**config.mk**
```make
export PLATFORM = sky130hd
export DESIGN_NAME = br_puf_ctrl
export DESIGN_NICKNAME = d
export VERILOG_FILES = /design/src/rtl/br_puf_pkg.sv /design/src/rtl/br_puf_vote.sv /design/src/rtl/br_puf_ctrl.sv
export SDC_FILE = /design/constraint.sdc
export NUM_CORES = 1
export LEC_CHECK = 0
export CAP_MARGIN = 20
export CORE_UTILIZATION = 25
export CTS_BUF_LIST = sky130_fd_sc_hd__clkbuf_4 sky130_fd_sc_hd__clkbuf_8 sky130_fd_sc_hd__clkbuf_16
export CTS_CLUSTER_SIZE = 40
export DETAILED_ROUTE_END_ITERATION = 8
export MAX_ROUTING_LAYER = met4
export PLACE_DENSITY = 0.5
export SYNTH_ARGS = -nofsm -noshare
export SYNTH_HDL_FRONTEND = slang
export SYNTH_SLANG_ARGS = --single-unit
export TNS_END_PERCENT = 100
```
**constraint.sdc**
```tcl
create_clock -name clk -period 2.2 [get_ports clk]
set_clock_uncertainty 0.05 [all_clocks]
set_input_delay 0.22 -clock clk [delete_from_list [all_inputs] [get_ports clk]]
set_output_delay 0.22 -clock clk [all_outputs]
set_load 0.02 [all_outputs]
```
**src/rtl/br_puf_pkg.sv**
```systemverilog
// Shared types and defaults for the bistable-ring PUF sequencer.
package br_puf_pkg;

  typedef enum logic [2:0] {
    StIdle,
    StRst,
    StSettle,
    StSample,
    StDone
  } puf_state_e;

  localparam int unsigned PUF_WIDTH         = 32;
  localparam int unsigned PUF_RST_CYCLES    = 4;
  localparam int unsigned PUF_SETTLE_CYCLES = 16;
  localparam int unsigned PUF_NUM_SAMPLES   = 5;

  // Ceiling log2, with a floor of 1 so a single-sample counter still has a bit.
  function automatic int unsigned clog2(input int unsigned value);
    int unsigned result;
    result = 0;
    while ((32'd1 << result) < value) begin
      result = result + 1;
    end
    if (result == 0) begin
      result = 1;
    end
    return result;
  endfunction

endpackage

```
**src/rtl/br_puf_vote.sv**
```systemverilog
// Per-bit response synchronizer, ones-counters and majority/stability vote.
module br_puf_vote
  import br_puf_pkg::*;
#(
  parameter int unsigned WIDTH       = PUF_WIDTH,
  parameter int unsigned NUM_SAMPLES = PUF_NUM_SAMPLES
) (
  input  logic             clk,
  input  logic             reset_n,
  input  logic [WIDTH-1:0] i_rsp,
  input  logic             i_clear,
  input  logic             i_acc_en,
  input  logic             i_latch,
  output logic [WIDTH-1:0] o_response,
  output logic [WIDTH-1:0] o_stable
);

  localparam int unsigned VoteW = clog2(NUM_SAMPLES + 1);
  localparam logic [VoteW-1:0] Half = VoteW'(NUM_SAMPLES / 2);
  localparam logic [VoteW-1:0] All  = VoteW'(NUM_SAMPLES);

  logic [WIDTH-1:0] r_sync1;
  logic [WIDTH-1:0] r_sync2;
  logic [VoteW-1:0] r_ones [WIDTH];
  logic [VoteW-1:0] w_ones_nxt [WIDTH];
  logic [WIDTH-1:0] r_response;
  logic [WIDTH-1:0] r_stable;

  always_ff @(posedge clk or negedge reset_n) begin
    if (!reset_n) begin
      r_sync1 <= '0;
      r_sync2 <= '0;
    end else begin
      r_sync1 <= i_rsp;
      r_sync2 <= r_sync1;
    end
  end

  // Count including the current sample so the vote can latch on the last sample cycle.
  always_comb begin
    for (int i = 0; i < int'(WIDTH); i++) begin
      w_ones_nxt[i] = r_ones[i] + VoteW'(r_sync2[i]);
    end
  end

  always_ff @(posedge clk or negedge reset_n) begin
    if (!reset_n) begin
      for (int i = 0; i < int'(WIDTH); i++) begin
        r_ones[i] <= '0;
      end
    end else if (i_clear) begin
      for (int i = 0; i < int'(WIDTH); i++) begin
        r_ones[i] <= '0;
      end
    end else if (i_acc_en) begin
      for (int i = 0; i < int'(WIDTH); i++) begin
        r_ones[i] <= w_ones_nxt[i];
      end
    end
  end

  always_ff @(posedge clk or negedge reset_n) begin
    if (!reset_n) begin
      r_response <= '0;
      r_stable   <= '0;
    end else if (i_latch) begin
      for (int i = 0; i < int'(WIDTH); i++) begin
        r_response[i] <= (w_ones_nxt[i] > Half);
        r_stable[i]   <= (w_ones_nxt[i] == '0) || (w_ones_nxt[i] == All);
      end
    end
  end

  assign o_response = r_response;
  assign o_stable   = r_stable;

endmodule

```
**src/rtl/br_puf_ctrl.sv**
```systemverilog
// Measurement sequencer for the bistable-ring PUF array: reset, settle, sample, vote.
module br_puf_ctrl
  import br_puf_pkg::*;
#(
  parameter int unsigned WIDTH         = PUF_WIDTH,
  parameter int unsigned RST_CYCLES    = PUF_RST_CYCLES,
  parameter int unsigned SETTLE_CYCLES = PUF_SETTLE_CYCLES,
  parameter int unsigned NUM_SAMPLES   = PUF_NUM_SAMPLES,
  parameter int unsigned CNT_W         = 8
) (
  input  logic             clk,
  input  logic             reset_n,
  input  logic             start,
  input  logic [WIDTH-1:0] challenge_in,
  output logic             busy,
  output logic             done,
  output logic [WIDTH-1:0] response,
  output logic [WIDTH-1:0] stable,
  output logic [WIDTH-1:0] puf_challenge,
  output logic             puf_reset,
  input  logic [WIDTH-1:0] puf_rsp
);

  if (RST_CYCLES == 0 || SETTLE_CYCLES == 0 || NUM_SAMPLES == 0) begin : g_zero_phase
    $error("br_puf_ctrl: phase lengths must be non-zero");
  end
  if ((NUM_SAMPLES % 2) == 0 || NUM_SAMPLES > 15) begin : g_bad_samples
    $error("br_puf_ctrl: NUM_SAMPLES must be odd and at most 15");
  end
  if (CNT_W < 32 && (RST_CYCLES > (32'd1 << CNT_W) || SETTLE_CYCLES > (32'd1 << CNT_W) ||
                     NUM_SAMPLES > (32'd1 << CNT_W))) begin : g_cnt_narrow
    $error("br_puf_ctrl: CNT_W too narrow for the phase lengths");
  end

  puf_state_e       r_state;
  puf_state_e       w_state_nxt;
  logic [CNT_W-1:0] r_cnt;
  logic [CNT_W-1:0] w_cnt_nxt;
  logic             w_last;
  logic             w_clear;
  logic             w_acc_en;
  logic             w_latch;
  logic             w_capture;
  logic [WIDTH-1:0] r_puf_challenge;
  logic             r_puf_reset;

  assign w_last = (r_cnt == '0);

  // Counter holds remaining cycles minus one and is reloaded on every state entry.
  always_comb begin
    w_state_nxt = r_state;
    w_cnt_nxt   = r_cnt - CNT_W'(1);
    w_clear     = 1'b0;
    w_acc_en    = 1'b0;
    w_latch     = 1'b0;
    w_capture   = 1'b0;
    unique case (r_state)
      StIdle: begin
        w_cnt_nxt = '0;
        if (start) begin
          w_state_nxt = StRst;
          w_cnt_nxt   = CNT_W'(RST_CYCLES - 1);
          w_clear     = 1'b1;
          w_capture   = 1'b1;
        end
      end
      StRst: begin
        if (w_last) begin
          w_state_nxt = StSettle;
          w_cnt_nxt   = CNT_W'(SETTLE_CYCLES - 1);
        end
      end
      StSettle: begin
        if (w_last) begin
          w_state_nxt = StSample;
          w_cnt_nxt   = CNT_W'(NUM_SAMPLES - 1);
        end
      end
      StSample: begin
        w_acc_en = 1'b1;
        if (w_last) begin
          w_latch     = 1'b1;
          w_state_nxt = StDone;
          w_cnt_nxt   = '0;
        end
      end
      StDone: begin
        w_state_nxt = StIdle;
        w_cnt_nxt   = '0;
      end
      default: begin
        w_state_nxt = StIdle;
        w_cnt_nxt   = '0;
      end
    endcase
  end

  always_ff @(posedge clk or negedge reset_n) begin
    if (!reset_n) begin
      r_state         <= StIdle;
      r_cnt           <= '0;
      r_puf_challenge <= '0;
      r_puf_reset     <= 1'b1;
    end else begin
      r_state     <= w_state_nxt;
      r_cnt       <= w_cnt_nxt;
      r_puf_reset <= !((w_state_nxt == StSettle) || (w_state_nxt == StSample));
      if (w_capture) begin
        r_puf_challenge <= challenge_in;
      end
    end
  end

  br_puf_vote #(
    .WIDTH      (WIDTH),
    .NUM_SAMPLES(NUM_SAMPLES)
  ) u_vote (
    .clk       (clk),
    .reset_n   (reset_n),
    .i_rsp     (puf_rsp),
    .i_clear   (w_clear),
    .i_acc_en  (w_acc_en),
    .i_latch   (w_latch),
    .o_response(response),
    .o_stable  (stable)
  );

  assign busy          = (r_state != StIdle);
  assign done          = (r_state == StDone);
  assign puf_challenge = r_puf_challenge;
  assign puf_reset     = r_puf_reset;

endmodule

```
==> After elaboration in Yosys (flattened, before gate mapping) <==
Index checks and enable logic that the tools add are counted.
{ "word_totals": {"ff_bits": 268, "input_bits": 67, "out_inout_bits": 99, "elab_cells": 230} }
{ "classes": {"addsub": 33, "order_cmp": 32, "n_eq_ne": 38, "muxes": 17, "reduce_logical": 70} }
{ "op_table": {"columns": ["cell", "n"], "rows": [
  ["96-bit two-way mux", 2],
  ["3-bit equality test (second input constant)", 33],
  ["3-bit zero test", 33],
  ["3-bit by 1-bit adder with 3-bit output", 32],
  ["3-bit by 2-bit greater-than comparator with 1-bit output (second input constant)", 32],
  ["1-bit logical OR", 33],
  ["8-bit one-hot mux with 4 select lines", 1],
  ["8-bit two-way mux", 3],
  ["3-bit by 2-bit equality test with 1-bit output (second input constant)", 4],
  ["3-bit two-way mux", 4],
  ["3-bit one-hot mux with 4 select lines", 1],
  ["8-bit zero test", 1],
  ["8-bit by 1-bit subtractor with 8-bit output (second input constant)", 1],
  ["1-bit two-way mux", 5],
  ["3-bit by 1-bit equality test with 1-bit output (second input constant)", 1],
  ["3-bit nonzero test", 1],
  ["2-bit two-way mux", 1],
  ["2-bit nonzero test", 1],
  ["1-bit zero test", 1]
]} }

==> Logic depth before layout (Yosys ltp) <==
Gate-level depths: netlist of run 1.
{ "logic_depth": {"word_depth": 6, "mapped_depth": 7, "mapped_depth_nobuf": 6} }

==> Hierarchy <==
Synthesis of run 1 repeated with hierarchy kept, for this count alone.
{ "hier_totals": {"hier_cells": 948, "hier_area_um2": 12179.2} }
{ "by_module_without_submodules": {"columns": ["module", "instances", "cells_per_inst", "area_each_um2", "seq_area_each_um2"], "rows": [
  ["br_puf_vote", 1, 807, 10266.1, 5605.4],
  ["br_puf_ctrl", 1, 141, 1913.1, 1102.3]
]} }

==> Worst setup path after synthesis of run 1 <==
Ideal clock, no wire load.
{ "synth_path": {"path_type": "reg2reg", "start": "register r_cnt[0]", "end": "register u_vote.r_response[10] (netlist: u_vote.o_response[10])", "setup_ns": 0.127, "arrival_time_ns": 1.938, "required_ns": 2.023, "path_slack_ns": 0.085, "stages_incl_launch_ff": 8, "path_buffers": 1, "synth_period_minus_slack_ns": 2.115, "cell_sequence": "dfrtp_1 > inv_1 > ha_1 > nor3b_1 > nand3_2 > inv_2 > buf_6 > mux2_1"} }
{ "synth_via": {"elab_chain_len": 3} }
{ "synth_rtl": {"columns": ["item", "line", "text"], "rows": [
  ["start: declaration", "br_puf_ctrl.sv:37", "logic [CNT_W-1:0] r_cnt;"],
  ["start signal: assignment", "br_puf_ctrl.sv:106", "r_cnt <= w_cnt_nxt;"],
  ["8-bit zero test", "br_puf_ctrl.sv:47", "assign w_last = (r_cnt == '0);"],
  ["1-bit two-way mux", "br_puf_ctrl.sv:81", "if (w_last) begin"],
  ["1-bit two-way mux", "br_puf_ctrl.sv:57", "unique case (r_state)"],
  ["end signal: indexed assignment", "br_puf_vote.sv:68", "r_response[i] <= (w_ones_nxt[i] > Half);"],
  ["end: declaration", "br_puf_vote.sv:26", "logic [WIDTH-1:0] r_response;"]
]} }
No other way between the ends.
A chain may end at the register's enable or synchronous reset.

==> Final worst setup path of run 1 <==
{ "layout_path": {"start": "register r_cnt[4]", "end": "register u_vote.r_stable[5] (netlist: u_vote.o_stable[5])"} }
{ "layout_via": {"elab_chain_len": 3} }
{ "layout_rtl": {"columns": ["item", "line", "text"], "rows": [
  ["8-bit zero test", "br_puf_ctrl.sv:47", null],
  ["1-bit two-way mux", "br_puf_ctrl.sv:81", null],
  ["1-bit two-way mux", "br_puf_ctrl.sv:57", null],
  ["end signal: indexed assignment", "br_puf_vote.sv:69", "r_stable[i] <= (w_ones_nxt[i] == '0) || (w_ones_nxt[i] == All);"],
  ["end: declaration", "br_puf_vote.sv:27", "logic [WIDTH-1:0] r_stable;"]
]} }
No other way between the ends.

==> run summary, run 1 <==
The run finished with clean final reports. Yosys instantiated no cell more often than sky130_fd_sc_hd__dfrtp_1. Setup repair after global routing left no endpoint under its margin. Of all nets on the critical path, the largest fanout is 15.

The buffer levels on the longest clock path came out at 3. Routability-driven placement finished with a final weighted congestion of 0.764. The prevailing post-synth register cell was sky130_fd_sc_hd__dfrtp_1. The run gives 0.206 as the global-route met2 utilization. The final global-route overflow total was 0; the number of endpoints with negative hold slack in the final report was 0. The switching part of the total power was 0.361. The commonest cells after synthesis are sky130_fd_sc_hd__dfrtp_1 (267), sky130_fd_sc_hd__nand2_1 (192), sky130_fd_sc_hd__a21oi_1 (101), sky130_fd_sc_hd__ha_1 (66), sky130_fd_sc_hd__o31ai_1 (65).

In the final routed layout, each cell accounts on average for 15.1 um. The root buffer cell chosen for the clock tree is sky130_fd_sc_hd__clkbuf_16. From synthesis to final layout, the design area changed by 32.1%. The logs give 2 for the maximum level of the CTS H-tree and 1825 for the number of standard cells in the final layout excluding fillers. The run gives 0.0302 as the met3 routing resource usage after global routing. In this run the static leakage power is 6.67 nW.

Counting the buffers created by CTS gives 34. The portion of synthesized cell area occupied by the leading cell type works out to 0.576. The arrival time of the worst setup path came out at 2390 ps.

For the part of the Yosys area used for sequential elements, the log shows 0.579. At the later pin of the worst-skew pair, clock insertion delay measures 530 ps. For the cell count after placement, the log shows 1764. The via count of the first global-routing pass was 8349; the half-perimeter wire length after placement was 17.6 mm. The first global-routing pass estimated 45.0 mm of wire. For this design the ratio of total power to cell area is 1410 mW/mm^2. The worst path needs 2050 ps of the cycle, external delays included.

The number of nets at the end of the flow is 1334, and the relative contribution of sequential cells to total power is 0.348. The worst setup path is launched from a register. The met1 capacity usage during global routing was 0.150; the maximum vdd ir drop was 0.691 mV. Clock-pin slew was measured on the worst setup and hold paths at 60 ps. Worst slew margin relative to its limit: 0.645.

For this run, the top clock speed supported by timing is 488 MHz. Measured along the y axis, the die boundary spans 217 um. TritonCTS built the clock tree. The worst setup path category was reg -> reg. The die is 217 um wide.

The tools report the count of yosys warnings during synthesis as 0. Counting distinct cell types in the post-synthesis netlist gives 41. The cell accounting for the most synthesized area is sky130_fd_sc_hd__dfrtp_1.

Yosys mapped a number of flops with a built-in enable equal to 0. The end-of-flow core utilization is 0.336, and the number of inserted diodes is 0. After detailed routing, the number of remaining DRC violations is 0. The tools report the category of the worst setup path capture point as a register.

After synthesis the cells add up to 0.0116 mm^2. Post-synthesis async set-or-reset flop share: 1.00. Cell internal power was estimated by the tool at 13.8 mW.

The run gives 78 as the number of placement rows. The number of sinks on the clock net is 268, and the number of input and output port buffers inserted is 165. For the final routed database, the setup TNS stands at 0 ps.

For the number of fill cells in the layout, the log shows 4576. The logs give 4 for the number of search-and-repair iterations in the first detailed-routing pass and 0 for the number of endpoints failing setup at the final stage. The tools report the total global-route track usage as 0.125.

The run gives 0.254 as the initial cell density of the core. 166 I/O pins were placed. For the largest net degree at the start of global routing, the log shows 65. After global routing, the most crowded layer is met2. The synthesized flop and latch total came out at 268. After detailed routing, the number of vias per cell comes to 4.40.

The detailed router placed 8039 vias in this run. Portion of total power attributed to combinational logic: 0.400. The synthesized area divided by synthesized cell count came out at 11.4 um^2. The number of nets handed over by synthesis was 1154. The max-slew violation count was 0; the clock network fraction of design power was 0.253. In the post-synthesis netlist, the biggest area contributors are sky130_fd_sc_hd__dfrtp_1 (58%), sky130_fd_sc_hd__ha_1 (7.1%), sky130_fd_sc_hd__nand2_1 (6.2%), sky130_fd_sc_hd__xnor2_1 (4.8%), sky130_fd_sc_hd__a21oi_1 (4.4%). In this run the power spent charging and discharging nets is 7.83 mW.

The run gives 0 as the number of max-cap violations. The worst hold path class is in -> reg. The initial antenna violation count was 0; the tightest hold margin was 73.2 ps. The tools report the placeable core region as 0.0456 mm^2. The ratio of final minimum period to clock period was 0.932.

The floorplan step defined a die boundary enclosing 0.0472 mm^2. The initial detailed-routing violation count was 282. The routed design has 27.6 mm of wire. In this run the remaining antenna-violating nets after routing total 0. The cell count after synthesis came out at 1021. The required time at the worst-slack endpoint came out at 2540 ps. For the pin with the worst max-slew slack, the measured transition is 533 ps. The design draws 21.7 mW. The fraction of final layout cells sized beyond drive strength 1 was 0.117.
final timing paths:
kind	from	endpoint	slack (ps)	cells past startpoint
worst min-delay path	puf_rsp[11]	u_vote.r_sync1[11]	70	1
worst min register to register	u_vote.r_sync1[4]	u_vote.r_sync2[4]	290	0
worst max-delay path	r_cnt[4]	u_vote.o_stable[5]	150	4
max in group asynchronous	reset_n	u_vote.r_ones[95]	1090	4
worst max register to register	r_cnt[4]	u_vote.o_stable[5]	150	4
min in group asynchronous	reset_n	u_vote.r_ones[62]	170	2
worst max-delay path: stages (launching register included):
cell	delay, ps
sky130_fd_sc_hd__dfrtp_1	430
sky130_fd_sc_hd__or4_2	770
sky130_fd_sc_hd__buf_4	270
sky130_fd_sc_hd__o31ai_1	280
sky130_fd_sc_hd__o31ai_1	120
layout by cell type, fill, tap and decap left out, drive strengths merged, types with 36 or more instances in the layout:
| master | count |
|---|---|
| or3 | 36 |
| clkdlybuf4s50 | 162 |
| inv | 39 |
| ha | 66 |
| xnor2 | 64 |
| mux2 | 64 |
| nand2 | 192 |
| a21oi | 101 |
| clkbuf | 48 |
| o31ai | 65 |
| dfrtp | 267 |
sequential cells by signal (all words and copies together), names as in the netlist:
| name | count |
|---|---|
| puf_challenge | 32 |
| puf_reset | 1 |
| r_cnt | 8 |
| r_state | 3 |
| u_vote.o_response | 32 |
| u_vote.o_stable | 32 |
| u_vote.r_ones | 96 |
| u_vote.r_sync1 | 32 |
| u_vote.r_sync2 | 32 |
kinds of logic (layout without fill, tap and decap cells):
group	count (synthesis)	count (layout)	share of synthesized area
DFF	268	268	0.579
and+or+nand+nor	248	248	0.0937
AOI/OAI and AO/OA	215	215	0.110
buffers and inverters	94	298	0.0341
adders and majority gates	66	66	0.0712
xor gates and xnor gates	66	66	0.0499
muxes	64	64	0.0622
through the flow:
| step | worst slack (ps) | area [um^2] |
|---|---|---|
| finish | 150 | 15300 |
| floorplan | 85.0 | 11600 |
| detailed placement | 149 | 14200 |
| global placement | 150 | 14200 |
| global route | 47.0 | 15300 |
| CTS | 132 | 15300 |
cell type report:
cell class / count / area (um^2) / area share
Clock buffer: 48 / 1010 / 0.0660
Tap cell: 600 / 751 / 0.0490
Inverter: 38 / 143 / 0.00932
Timing Repair Buffer: 200 / 2090 / 0.137
Sequential cell: 268 / 6710 / 0.438
Clock inverter: 12 / 97.6 / 0.00637
Multi-Input combinational cell: 659 / 4500 / 0.294
timing repair:
item | in CTS | in global routing
pin swaps | 0 | 0
setup endpoints to repair | 2 | 4
gates resized for setup | 4 | 1
endpoints found under the hold margin | 160 | 0
hold buffers | 1 | 0
setup buffers | 0 | 0
routing by layer:
| metal | vias up | part of all wire |
|---|---|---|
| met4 | 0 | 0.022 |
| li1 | 3887 | - |
| met2 | 133 | 0.49 |
| met1 | 3972 | 0.45 |
| met5 | - | 0 |
| met3 | 47 | 0.043 |
power groups by stage:
stage | Combinational [mW] | Clock (mW) | Sequential, mW
final | 8.66 | 5.47 | 7.53
after CTS | 8.81 | 5.71 | 7.55
after global routing | 9.62 | 5.91 | 7.75
after global placement | 8.68 | 0 | 7.58
after floorplan | 4.77 | 0 | 8.18
after detailed placement | 8.79 | 0 | 7.62
Power figures use the tool's default switching activity.
==> run 2: changes to the inputs <==
--- a/config.mk
+++ b/config.mk
@@ -6,12 +6,12 @@
 export NUM_CORES = 1
 export LEC_CHECK = 0
 export CAP_MARGIN = 20
-export CORE_UTILIZATION = 25
+export CORE_UTILIZATION = 49
 export CTS_BUF_LIST = sky130_fd_sc_hd__clkbuf_4 sky130_fd_sc_hd__clkbuf_8 sky130_fd_sc_hd__clkbuf_16
 export CTS_CLUSTER_SIZE = 40
 export DETAILED_ROUTE_END_ITERATION = 8
 export MAX_ROUTING_LAYER = met4
-export PLACE_DENSITY = 0.5
+export PLACE_DENSITY = 0.82
 export SYNTH_ARGS = -nofsm -noshare
 export SYNTH_HDL_FRONTEND = slang
 export SYNTH_SLANG_ARGS = --single-unit
==> run summary, run 2 (synthesis gave the netlist of run 1 again) <==
The logs give 160 ps (about the same) for the slack of the worst reg-to-reg path and 0.506 (+0.252) for the initial cell density of the core. The largest net degree at the start of global routing is 86 (+32%). The max-slew violation count was 0 (unchanged); the later-pin clock latency in the skew report was 530 ps (about the same). The slowest cell on the critical path was sky130_fd_sc_hd__dfrtp_1. The number of placement rows was 55 (-29%). Number of buffers and inverters on the critical path: 1 (unchanged).

The run gives 0.0229 mm^2 (-50%) as the placeable core region. The worst setup path is launched from a register. Setup repair after global routing left no endpoint under its margin. Walking the worst path, the cells encountered are or3_1 -> dlygate4sd2_1. The worst hold path class was in -> reg. The arrival time of the worst setup path came out at 1810 ps (-580 ps). Ratio of final minimum period to clock period: 0.944 (+0.0126). On the critical path the largest part of the delay comes from flip-flops.

The worst min-delay path startpoint was puf_rsp[11]. Met1 capacity usage during global routing: 0.269 (+0.119). The path with the worst hold slack has its endpoint at u_vote.r_sync1[11]. The run finished with clean final reports. The layout overhead on the synthesized area was 26.8%; the remaining antenna violation count after routing was 0 (unchanged). The tools report the global-route met2 utilization as 0.375 (+0.168). The fraction of final layout cells sized beyond drive strength 1 came out at 0.0996 (-0.0171). The ratio of total power to cell area is 1430 mW/mm^2 (+1.2%), and the vias per cell is 5.29 (+20%). For the initial antenna violation count, the log shows 0 (unchanged). The flip-flop count of the largest register after layout works out to 96 (unchanged). The via count of the first global-routing pass was 8397 (+0.57%). The routed wire length per instance is 16.3 um (+7.5%). The number of fill cells in the layout is 1782 (-61%).

The post-route DRC violation count was 0 (unchanged). The number of search-and-repair iterations in the first detailed-routing pass is 4 (unchanged), and the clock-pin slew of the registers on the worst-case setup and hold paths is 60 ps (about the same). The library cell used most frequently in the layout, excluding fill and tap cells, is sky130_fd_sc_hd__dfrtp_1.

The total vias in the final route came out at 8026 (-0.16%). The floorplan die area came out at 0.0243 mm^2 (-49%). The number of endpoints failing setup at the final stage came out at 0 (unchanged). The length in cells of the worst reg-to-reg path was 7 (+3); the maximum fanout along the worst path was 14 (-1). STA classifies the critical path endpoint as an output pin.

The vertical die dimension was 156 um (-28%); the number of nets at the end of the flow was 1316 (-1.3%). The total global-route track usage is 0.218 (+0.0927). The post-CTS setup-driven buffer insertion count came out at 0 (unchanged). For the summed negative setup slack over all endpoints, the log shows 0 ps (unchanged). The worst reg2reg path startpoint is r_cnt[0].

The number of max-cap violations is 0 (unchanged). The final global-route overflow total is 0 (unchanged). The worst slew margin relative to its limit was 0.501 (-0.144); the delay contributed by the slowest stage of the critical path was 520 ps (-250 ps). The number of input and output port buffers inserted is 165 (unchanged).

The met3 routing resource usage after global routing was 0.0317 (+0.00148). The transition time of the tightest slew-check pin was 749 ps (+216 ps); the number of inserted diodes was 0 (unchanged). The maximum level of the CTS H-tree came out at 1 (-1). Post-layout minimum cycle time: 2080 ps (+27.8 ps). The leakage power was 6.53 nW (-2.1%). TritonCTS built the clock tree.

For the half-perimeter wire length after placement, the log shows 16.0 mm (-9.4%). The tools report the number of sinks on the clock net as 268 (unchanged). The busiest metal layer after global routing is met2.

The required time at the worst-slack endpoint is 1930 ps (-610 ps), and the maximum vdd ir drop is 0.851 mV (+23%). The top cell types in the final layout, fill and taps aside, are sky130_fd_sc_hd__dfrtp_1 (267), sky130_fd_sc_hd__nand2_1 (192), sky130_fd_sc_hd__clkdlybuf4s50_1 (162), sky130_fd_sc_hd__a21oi_1 (101), sky130_fd_sc_hd__ha_1 (66). The tree is rooted in a sky130_fd_sc_hd__clkbuf_16. The number of cells on the worst hold path came out at 1 (unchanged). The worst setup path is of the reg -> out kind. The die width works out to 156 um (-28%). The register with the most flip-flops in the final layout is u_vote.r_ones.

The placer's final routability congestion estimate was 0.795 (+4.0%); the tightest hold margin was 67.3 ps (-5.81 ps). The number of buffers inserted during clock tree synthesis is 28 (-18%), and the global-route wire length before repair is 41.2 mm (-8.4%). The final routed wirelength across all metal layers is 24.7 mm (-11%). Initial detailed-routing violation count: 394 (+40%). The number of endpoints with negative hold slack in the final report was 0 (unchanged); the number of top-level pins was 166 (unchanged). The run gives 481 MHz (-1.3%) as the upper clock frequency limit. In this run the critical register-to-register path is captured at u_vote.o_response[1]. The buffer levels on the longest clock path is 3 (unchanged).
run 2: changes by cell type in the layout (fill, tap and decap cells not counted):
cell,previous run,this run
sky130_fd_sc_hd__buf_4,20,13
sky130_fd_sc_hd__clkbuf_16,35,28
sky130_fd_sc_hd__buf_12,14,9
sky130_fd_sc_hd__clkbuf_4,7,3
sky130_fd_sc_hd__bufinv_16,1,4
sky130_fd_sc_hd__clkbuf_8,6,8
sky130_fd_sc_hd__dfrtp_1,265,267
sky130_fd_sc_hd__dfrtp_2,2,0
sky130_fd_sc_hd__clkinv_4,1,0
sky130_fd_sc_hd__clkinv_8,0,1
sky130_fd_sc_hd__clkinvlp_4,2,1
sky130_fd_sc_hd__inv_6,1,0
sky130_fd_sc_hd__nor3b_1,1,2
sky130_fd_sc_hd__nor3b_2,1,0
run 2: repair_timing:
item,in CTS,in global routing
hold buffers,1,0
resized for setup,2,0
endpoints found under the hold margin,268,0
endpoints found under the setup margin,2,0
run 2: how the worst max path moves through the flow:
stage | start | cells past startpoint | end
after floorplan | r_cnt[0] | 7 | u_vote.o_response[10]
after global placement | r_cnt[0] | 7 | u_vote.o_response[1]
after detailed placement | r_cnt[0] | 7 | u_vote.o_response[9]
after CTS | r_state[0] | 2 | busy
after global routing | r_state[0] | 2 | busy
final | r_state[0] | 2 | busy
run 2: stage by stage:
step                      utilization  power, mW  cells  cell area, um^2  setup WS [ps]
after floorplan                     -       13.0   1021            11600           85.0
after global placement          0.597       15.7   1465            13700            232
after detailed placement        0.597       16.1   1465            13700            140
after CTS                       0.641       21.2   1518            14700           92.1
after global routing            0.641       22.4   1518            14700           30.3
final                           0.641       21.0   1518            14700            122
run 2: report_power, final:
part / internal (mW) / switching, mW / total (mW) / leakage [nW]
logic: 3.83 / 4.62 / 8.44 / 2.64
registers: 6.51 / 1.07 / 7.58 / 3.38
clock network: 3.11 / 1.91 / 5.02 / 0.507
run 2: metal layers:
metal | vias up | part of all wire
met5 | - | 0
met4 | 0 | 0.019
met3 | 38 | 0.039
met2 | 171 | 0.51
met1 | 3978 | 0.43
li1 | 3839 | -
run 2: area by class of cell:
class	instances	area (um^2)	share of cell area
clock buffer	39	833	0.0567
sequential	268	6710	0.456
inverter	38	143	0.00971
timing repair buffer	188	1940	0.132
multi-input combinational	659	4500	0.306
tap	313	392	0.0266
clock inverter	13	179	0.0122
run 2: worst reg2reg max path, stage by stage, from the launching register on:
cell	delay, ps
sky130_fd_sc_hd__dfrtp_1	420
sky130_fd_sc_hd__inv_1	100
sky130_fd_sc_hd__ha_1	150
sky130_fd_sc_hd__nor3b_1	310
sky130_fd_sc_hd__nand3_2	140
sky130_fd_sc_hd__inv_2	210
sky130_fd_sc_hd__buf_12	190
sky130_fd_sc_hd__mux2_2	350
